$ cat config.mk
export PLATFORM = sky130hd
export DESIGN_NAME = fetch_cycle
export DESIGN_NICKNAME = d
export VERILOG_FILES = /design/src/rtl/fetch_pkg.sv /design/src/rtl/fetch_buffer.sv /design/src/rtl/fetch_cycle.sv
export SDC_FILE = /design/constraint.sdc
export NUM_CORES = 1
export LEC_CHECK = 0
export ABC_CLOCK_PERIOD_IN_PS = 2950
export CELL_PAD_IN_SITES_DETAIL_PLACEMENT = 0
export CELL_PAD_IN_SITES_GLOBAL_PLACEMENT = 1
export CORE_AREA = 3 3 88 153
export CTS_CLUSTER_SIZE = 8
export DETAILED_ROUTE_END_ITERATION = 8
export DIE_AREA = 0 0 91 156
export GPL_ROUTABILITY_DRIVEN = 0
export GPL_TIMING_DRIVEN = 0
export PLACE_DENSITY_LB_ADDON = 0.2
export SETUP_SLACK_MARGIN = 0.4
export SYNTH_ARGS = -nofsm -noshare
export SYNTH_HDL_FRONTEND = slang
export SYNTH_SLANG_ARGS = --single-unit
$ cat constraint.sdc
create_clock -name clk -period 2.95 [get_ports clk]
set_clock_uncertainty 0.05 [all_clocks]
set_input_delay 0.295 -clock clk [delete_from_list [all_inputs] [get_ports clk]]
set_output_delay 0.295 -clock clk [all_outputs]
set_load 0.05 [all_outputs]
$ cat src/rtl/fetch_pkg.sv
// Shared types and sizing for the instruction fetch stage.
// FETCH_PERF_EN (see fetch_cycle) adds performance counters.
package fetch_pkg;

   localparam int INST_W          = 16;
   localparam int ADDR_W          = 16;
   localparam int PC_STEP         = 2;
   localparam int FETCH_BUF_DEPTH = 2;

   typedef enum logic [1:0] {
      RST,
      FETCH,
      DRAIN
   } fetch_state_e;

   typedef struct packed {
      logic [ADDR_W-1:0] pc;
      logic [INST_W-1:0] inst;
   } fetch_entry_t;

endpackage

$ cat src/rtl/fetch_buffer.sv
// Two-entry {pc, inst} FIFO between memory responses and decode.
// Clear wins over push and pop; pop and push may share a cycle.
module fetch_buffer
   import fetch_pkg::*;
(
   input  logic         clk,
   input  logic         rst_n,
   input  logic         push,
   input  logic         pop,
   input  logic         clear,
   input  fetch_entry_t wdata,
   output fetch_entry_t head,
   output logic [1:0]   count
);

   fetch_entry_t ent_q [FETCH_BUF_DEPTH];
   fetch_entry_t ent_d [FETCH_BUF_DEPTH];
   logic [1:0]   cnt_q;
   logic [1:0]   cnt_d;

   always_comb begin
      ent_d = ent_q;
      cnt_d = cnt_q;
      if (clear) begin
         cnt_d = '0;
      end else begin
         if (pop && cnt_q != 2'd0) begin
            ent_d[0] = ent_q[1];
            cnt_d    = cnt_q - 2'd1;
         end
         if (push && cnt_d < 2'(FETCH_BUF_DEPTH)) begin
            ent_d[cnt_d[0]] = wdata;
            cnt_d           = cnt_d + 2'd1;
         end
      end
   end

   always_ff @(posedge clk or negedge rst_n) begin
      if (!rst_n) begin
         for (int i = 0; i < FETCH_BUF_DEPTH; i++) ent_q[i] <= '0;
         cnt_q <= '0;
      end else begin
         ent_q <= ent_d;
         cnt_q <= cnt_d;
      end
   end

   assign head  = ent_q[0];
   assign count = cnt_q;

endmodule

$ cat src/rtl/fetch_cycle.sv
// Instruction fetch stage: PC, imem handshake, redirect and drain.
// Define FETCH_PERF_EN to add perf_fetched / perf_stall counters.
module fetch_cycle
   import fetch_pkg::*;
#(
   parameter logic [ADDR_W-1:0] RESET_PC = 16'h0000
)(
   input  logic              clk,
   input  logic              reset,
   input  logic              stall,
   input  logic              branch_taken,
   input  logic [ADDR_W-1:0] branch_target,
   output logic              imem_req,
   output logic [ADDR_W-1:0] imem_addr,
   input  logic              imem_ready,
   input  logic [INST_W-1:0] imem_rdata,
   output logic [INST_W-1:0] ir,
   output logic [ADDR_W-1:0] pc,
   output logic              ir_valid
`ifdef FETCH_PERF_EN
   ,
   output logic [15:0]       perf_fetched,
   output logic [15:0]       perf_stall
`endif
);

   fetch_state_e      state_q, state_d;
   logic [ADDR_W-1:0] fpc_q, fpc_d;
   logic [ADDR_W-1:0] tgt_q, tgt_d;
   logic [ADDR_W-1:0] br_pc;
   logic [1:0]        count;
   logic              pop, push, xfer;
   fetch_entry_t      head, wdata;

   assign br_pc    = branch_target & ~ADDR_W'(1);
   assign ir_valid = count != 2'd0;
   assign pop      = ir_valid && !stall;
   assign xfer     = imem_req && imem_ready;
   assign push     = (state_q == FETCH) && xfer && !branch_taken;
   assign wdata    = '{pc: fpc_q, inst: imem_rdata};

   // Only issue when the response is guaranteed a FIFO slot.
   always_comb begin
      imem_req = 1'b0;
      unique case (state_q)
         RST:     imem_req = 1'b0;
         FETCH:   imem_req = (count < 2'(FETCH_BUF_DEPTH)) || pop;
         DRAIN:   imem_req = 1'b1;
         default: imem_req = 1'b0;
      endcase
   end

   assign imem_addr = fpc_q;

   always_comb begin
      state_d = state_q;
      fpc_d   = fpc_q;
      tgt_d   = tgt_q;
      unique case (state_q)
         RST: begin
            state_d = FETCH;
            if (branch_taken) fpc_d = br_pc;
         end
         FETCH: begin
            if (branch_taken) begin
               if (imem_req && !imem_ready) begin
                  state_d = DRAIN;
                  tgt_d   = br_pc;
               end else begin
                  fpc_d = br_pc;
               end
            end else if (push) begin
               fpc_d = fpc_q + ADDR_W'(PC_STEP);
            end
         end
         DRAIN: begin
            if (branch_taken) tgt_d = br_pc;
            if (imem_ready) begin
               state_d = FETCH;
               fpc_d   = branch_taken ? br_pc : tgt_q;
            end
         end
         default: state_d = RST;
      endcase
   end

   always_ff @(posedge clk or negedge reset) begin
      if (!reset) begin
         state_q <= RST;
         fpc_q   <= RESET_PC;
         tgt_q   <= '0;
      end else begin
         state_q <= state_d;
         fpc_q   <= fpc_d;
         tgt_q   <= tgt_d;
      end
   end

   fetch_buffer u_buf (
      .clk   (clk),
      .rst_n (reset),
      .push  (push),
      .pop   (pop),
      .clear (branch_taken),
      .wdata (wdata),
      .head  (head),
      .count (count)
   );

   assign ir = head.inst;
   assign pc = head.pc;

`ifdef FETCH_PERF_EN
   logic [15:0] pf_q, pf_d;
   logic [15:0] ps_q, ps_d;

   always_comb begin
      pf_d = pf_q;
      ps_d = ps_q;
      if (push && pf_q != 16'hFFFF) pf_d = pf_q + 16'd1;
      if (ir_valid && stall && ps_q != 16'hFFFF) ps_d = ps_q + 16'd1;
   end

   always_ff @(posedge clk or negedge reset) begin
      if (!reset) begin
         pf_q <= '0;
         ps_q <= '0;
      end else begin
         pf_q <= pf_d;
         ps_q <= ps_d;
      end
   end

   assign perf_fetched = pf_q;
   assign perf_stall   = ps_q;
`endif

endmodule

==> metrics.md, run 1 <==
| Metric | Value |
|---|---|
| Drt wl/cell | 18.1 um |
| Vias in the first global route | 4166 |
| FF-to-FF Start | state_q[1]$_DFFE_PN0P_ |
| First-pass GRT wire length | 21700 um |
| Largest net degree at the start of global routing | 74 |
| Worst VDD drop | 0.000445 V |
| Row count | 54 |
| Gr ovfl total | 0 |
| Post-synthesis sequential area ratio | 48.8% |
| Crit Path Max Fanout | 10 |
| Final Hold Fails | 0 |
| Chip width | 91 um |
| H-tree levels | 3 |
| Sum Neg Setup Slack | 0 ns |
| CP bufs+invs | 4 |
| Layout cell share with drive strength beyond 1 | 18.3% |
| Synth Area per Inst | 11.1 um2 |
| Synth top cells by count | dfrtp_1 (100), a22o_1 (35), a21o_1 (32), buf_4 (32), mux2_1 (30) |
| CTS max path bufs | 2 |
| Register area | 2500 um2 |
| Yosys top cell area share | 48.8% |
| Status | completed |
| Num Clock Sinks | 100 |
| Nets | 608 |
| Crit. End Element | flip-flop |
| Initial antenna violation count | 0 |
| CTS tree | done |
| Adder-Cell Fraction of Synth Area | 1.71% |
| Worst min-delay path class | primary input to async pin |
| Final Util | 52.7% |
| Xor/xnor share of the synthesized area | 1.02% |
| Share of synthesized flip-flops with an asynchronous set or reset | 100% |
| CP top delay family | buffers and inverters |
| Post-DRT Antenna Nets | 0 |
| Die area | 14200 um2 |
| Final critical-path share of the clock period | 83.5% |
| Most numerous cell in the Yosys netlist | dfrtp_1 |
| Slowest-stage cell, CP | nor4_4 |
| Arr. time, crit path | 2.64 ns |
| Final Non-Filler Cells | 737 |
| Slew @ Worst Pin | 0.693 ns |
| Initial Util | 41.3% |
| Fin. max-slew vios | 0 |
| Slew headroom | 53.4% |
| Crit path cell chain | inv_1 > ha_1 > clkbuf_4 > o21ai_4 > buf_4 > nor4_4 > buf_6 > mux2_1 |
| DR vias/cell | 5.43 |
| DIE HEIGHT | 156 um |
| Mapped cell area | 5130 um2 |
| Root buf cell | clkbuf_16 |
| Tmin final | 2.46 ns |
| Worst reg2reg path depth | 8 |
| Synth-to-Final Area Change | 27.7% |
| Critical Path RT | 3.13 ns |
| Synth top area cells | dfrtp_1 (49%), mux2_1 (6.6%), a22o_1 (6.0%) |
| DP Cell Count | 718 |
| Number of placed I/O pins | 87 |
| Final setup vio count | 0 |
| Largest family of logic cells by synthesized area | compound AO/OA/AOI/OAI gates |
| Clock-pin slew on the worst setup and hold paths | 0.07 ns |
| Critical path startpoint category | flip-flop |
| Post-Synth Simple-Gate Area | 8.51% |
| Fmax | 406 MHz |
| TritonCTS Buffers | 9 |
| Synth Register Bits | 100 |
| Fill cell count | 1169 |
| Clock latency on the worst-skew pair | 0.35 ns |
| Post-synthesis cell count | 464 |
| Area occupied by multi-input gates | 2210 um2 |
| R2r setup slk | 0.49 ns |
| Pwr Density | 1150 nW/um2 |
| N_diodes | 0 |
| Pleak | 3.17 nW |
| GR Util All Layers | 19.3% |
| Vias | 4001 |
| Number of DRC markers in iteration 0 | 196 |
| Mux share of post-synthesis cell area | 10.7% |
| Post-synthesis cell type count | 58 |
| Top_reg_cell synth | dfrtp_1 |
| # Max-Cap Violations | 0 |
| RSZ-0062 raised after global routing | true |
| Syn_nets | 508 |
| Synth warn | 0 |
| CORE AREA | 12400 um2 |
| Number of synthesized flops with an enable pin | 0 |
| Cell taking the most area after synthesis | dfrtp_1 |
| DRC viols | 0 |
| Total Wirelength | 13300 um |
| DP HPWL | 9590 um |
| Crit Path Category | flip-flop to flip-flop |
| Compound-Gate Fraction of Synth Area | 20.8% |
| DRT Pass-1 Iters | 4 |
| Quantity of I/O buffers inserted on ports | 85 |
| Max incr delay on CP | 0.43 ns |
## stage by stage
stage / hold slack, ns / cell area, um2 / power (mW) / setup WS (ns)
after floorplan: -0.0506 / 5130 / 5.08 / 0.755
after global placement: 0.416 / 6190 / 6.23 / -2.26
after detailed placement: 0.204 / 6220 / 6.31 / 0.188
after CTS: 0.386 / 6520 / 7.48 / 0.345
after global routing: 0.402 / 6550 / 7.93 / 0.352
final: 0.388 / 6550 / 7.50 / 0.487
## layer usage
layer	track usage, %	wire [um]	up-vias
met5	0	0	-
li1	-	-	1872
met2	34.2	6870	116
met4	9.57	487	0
met3	3.47	530	29
met1	22.2	5440	1984
## placed cells by master, fill, tap and decap left out, types with 3 or more instances in the layout
cell             netlist  routed
mux2_2                18      18
a21oi_1                5       5
a22o_1                35      35
ha_1                   7       7
inv_1                 10      10
o21ai_0               22      22
clkbuf_16              0       9
buf_4                 32      35
nor3_1                 7       7
a221oi_1               3       3
a21o_1                32      32
nor2b_1                4       4
clkbuf_1              13       5
o31ai_1                8       8
buf_6                  3       3
xnor2_1                4       4
nand2_1               21      20
clkbuf_2               0       9
clkinvlp_4             0       3
buf_2                 14      12
dfrtp_1              100     100
mux2_1                30      30
clkdlybuf4s50_1        0      83
o211ai_1               3       3
nor2_1                29      28
nand3_1                7       7
nor4_1                 5       5
a22oi_1                5       5
a222oi_1               4       4
nand4_1                3       3
## power by group
part / switching (mW) / internal (mW) / leakage, nW / total (mW)
sequential: 0.454 / 1.90 / 1.29 / 2.36
combinational: 2.35 / 1.64 / 1.74 / 3.99
clock: 0.567 / 0.586 / 0.132 / 1.15
## how the worst max path moves through the flow
stage                        startpoint                         to  slack, ns  cells after the start
2_1_floorplan  imem_addr[1]$_DFFE_PN0P_  imem_addr[15]$_DFFE_PN0P_       0.76                      6
3_3_place_gp                      reset       tgt_q[5]$_DFFE_PN0P_      -2.26                      1
3_5_place_dp               branch_taken   imem_addr[8]$_DFFE_PN0P_       0.19                      7
4_1_cts          state_q[0]$_DFFE_PN0P_                   imem_req       0.35                      6
5_1_grt          state_q[1]$_DFFE_PN0P_                  flip-flop       0.35                      8
6_report         state_q[1]$_DFFE_PN0P_                  flip-flop       0.49                      8
## cells by family after synthesis
family / Yosys count
AO/OA/AOI/OAI: 140
XOR/XNOR: 6
adder cells (fa/ha/maj): 7
buffers and inverters: 73
flip-flops: 100
multiplexers: 49
AND/OR/NAND/NOR: 89
## repair_timing
action,CTS,global route
resized for setup,5,17
setup buffers,0,2
setup endpoints to repair,40,50
hold buffers,1,0
endpoints found under the hold margin,27,0
pin swaps,0,1
## cell type report
cell class | instances | share of cell area, %
multi-input combinational | 291 | 33.7
tap | 168 | 3.21
inverter | 10 | 0.573
clock inverter | 7 | 0.898
sequential | 100 | 38.2
timing repair buffer | 89 | 13.7
clock buffer | 9 | 3.44
buffer | 63 | 6.29
No activity file was read; power rests on OpenSTA's default activity.
==> run 2: changes to the inputs <==
--- a/config.mk
+++ b/config.mk
@@ -5,7 +5,7 @@
 export SDC_FILE = /design/constraint.sdc
 export NUM_CORES = 1
 export LEC_CHECK = 0
-export ABC_CLOCK_PERIOD_IN_PS = 2950
+export ABC_CLOCK_PERIOD_IN_PS = 2300
 export CELL_PAD_IN_SITES_DETAIL_PLACEMENT = 0
 export CELL_PAD_IN_SITES_GLOBAL_PLACEMENT = 1
 export CORE_AREA = 3 3 88 153
==> constraint.sdc (replaced) <==
create_clock -name clk -period 2.3 [get_ports clk]
set_clock_uncertainty 0.05 [all_clocks]
set_input_delay 0.23 -clock clk [delete_from_list [all_inputs] [get_ports clk]]
set_output_delay 0.23 -clock clk [all_outputs]
set_load 0.05 [all_outputs]
==> run 2 against run 1 <==
  * Routed wire length increased by 9.7%
  * Register-to-register slack got worse by 0.32 ns
  * Largest power group unchanged
  * Die area stayed put
  * Fmax up 16%
  * Critical path depth unchanged
  * Clock-buffer cell count grew 1
  * Via count rose by 8.2%
  * Setup slack worse by 0.32 ns
  * First-iteration DRC count is 2.0% lower
  * Sequential share of layout area is 5.5 points lower
  * Design area increased by 17%
==> metrics.md, run 2 (same netlist as run 1, synthesis figures left out) <==
| Metric | Value |
|---|---|
| Status | completed |
| Clock latency on the worst-skew pair | 0.35 ns |
| Final critical-path share of the clock period | 92.7% |
| Total Wirelength | 14600 um |
| Pwr Density | 1490 nW/um2 |
| Number of placed I/O pins | 87 |
| CORE AREA | 12400 um2 |
| FF-to-FF Start | state_q[1]$_DFFE_PN0P_ |
| Final Hold Fails | 0 |
| Fin worst setup slack | 0.169 ns |
| First-pass GRT wire length | 23200 um |
| Nets | 645 |
| Critical Path RT | 2.49 ns |
| Leading cell type in the layout, fill and taps excluded | dfrtp_1 |
| DIE HEIGHT | 156 um |
| CTS tree | done |
| Die area | 14200 um2 |
| Largest net degree at the start of global routing | 71 |
| Quantity of I/O buffers inserted on ports | 85 |
| Vias | 4330 |
| TritonCTS Buffers | 9 |
| Slew @ Worst Pin | 0.579 ns |
| Drt wl/cell | 18.9 um |
| Synth-to-Final Area Change | 49.7% |
| Row count | 54 |
| Tmin final | 2.13 ns |
| DR vias/cell | 5.60 |
| Number of DRC markers in iteration 0 | 192 |
| RSZ-0062 raised after global routing | true |
| Clock-pin slew on the worst setup and hold paths | 0.07 ns |
| Fmax | 469 MHz |
| Initial antenna violation count | 0 |
| DRC viols | 0 |
| DP HPWL | 9640 um |
| Layout cell share with drive strength beyond 1 | 33.6% |
| N_diodes | 0 |
| Dpl ws | -0.432 ns |
| # Max-Cap Violations | 0 |
| Pleak | 4.11 nW |
| Chip width | 91 um |
| CTS max path bufs | 2 |
| Post-DRT Antenna Nets | 0 |
| DRT Pass-1 Iters | 5 |
| Most frequent cells in the layout | dfrtp_1 (92), buf_4 (58), clkdlybuf4s50_1 (44) |
| Num Clock Sinks | 100 |
| Vias in the first global route | 4492 |
| Critical path startpoint category | flip-flop |
| Worst min-delay path class | primary input to async pin |
| H-tree levels | 3 |
| Initial Util | 41.3% |
| Root buf cell | clkbuf_16 |
| Fin. max-slew vios | 0 |
| Final setup vio count | 0 |
| Worst reg2reg path depth | 8 |
| GR Util All Layers | 20.6% |
| Worst VDD drop | 0.000766 V |
| Crit. End Element | flip-flop |
| Crit Path Category | flip-flop to flip-flop |
| Origin of the worst setup path | state_q[1]$_DFFE_PN0P_ |
| Crit Path Max Fanout | 10 |
| Sum Neg Setup Slack | 0 ns |
| Arr. time, crit path | 2.32 ns |
| Slew headroom | 61.0% |
| Pwr Total | 11.4 mW |
| Gr ovfl total | 0 |
[run 2: cell types whose count changed in the layout (fill, tap and decap cells not counted), sizes merged]
cell and delta:
clkinv +2, bufinv +1, clkdlybuf4s50 -39, dlygate4sd2 +3, clkbuf -6, buf +44, clkinvlp -3, dlymetal6s2s +36
inv -2
[run 2: final timing paths]
check	endpoint	slack, ns
max reg2reg	u_buf.head[13]$_DFFE_PN0N_	0.17
min reg2reg	tgt_q[15]$_DFFE_PN0P_	0.44
min in group clk	tgt_q[15]$_DFFE_PN0P_	0.44
max	u_buf.head[13]$_DFFE_PN0N_	0.17
max in group asynchronous	imem_addr[4]$_DFFE_PN0P_	1.14
min	u_buf.head[2]$_DFFE_PN0N_	0.32
[run 2: per-layer routing]
metal	GRT usage, %	up-vias	share of wire (%)
li1	-	1953	-
met5	0	-	0
met2	37.8	144	53
met3	2.94	34	4.5
met1	23.3	2199	39
met4	9.86	0	3.4
[run 2: area by class of cell]
type / count / area (um2)
inverter: 10 / 37.5
fill: 1067 / 4750
clock buffer: 10 / 239
sequential: 100 / 2510
multi-input combinational: 291 / 2600
clock inverter: 5 / 61.3
tap: 168 / 210
buffer: 63 / 628
timing repair buffer: 126 / 1390
[run 2: per-stage QoR]
stage          std cells  cell area [um2]  utilization (%)  hold WS, ns
6_report             773             7680             61.8        0.324
3_3_place_gp         717             6320             50.8        0.416
5_1_grt              773             7680             61.8        0.365
2_1_floorplan        464             5260                -       -0.116
4_1_cts              768             7350             59.1        0.337
3_5_place_dp         718             6340             51.0        0.160
[run 2: timing repair]
item / CTS / global route
pin swaps: 20 / 18
gates cloned: 4 / 1
buffers inserted: 30 / 4
gates resized for setup: 103 / 95
hold endpoints to repair: 30 / 0
setup endpoints to repair: 117 / 134
hold buffers: 1 / 0
[run 2: where the power goes]
part / switching (mW) / internal, mW / leakage (nW)
Sequential: 0.587 / 2.45 / 1.28
Combinational: 3.62 / 3.22 / 2.68
Clock: 0.670 / 0.873 / 0.149
Total: 4.88 / 6.54 / 4.11
[run 2: worst max-delay path, stage by stage (launching register included)]
cell and delay [ns]:
dfrtp_1 0.42, inv_2 0.13, ha_4 0.17, and2b_2 0.23, nand2_8 0.07, o311a_4 0.41
buf_6 0.16, a22o_1 0.23, a21o_1 0.15
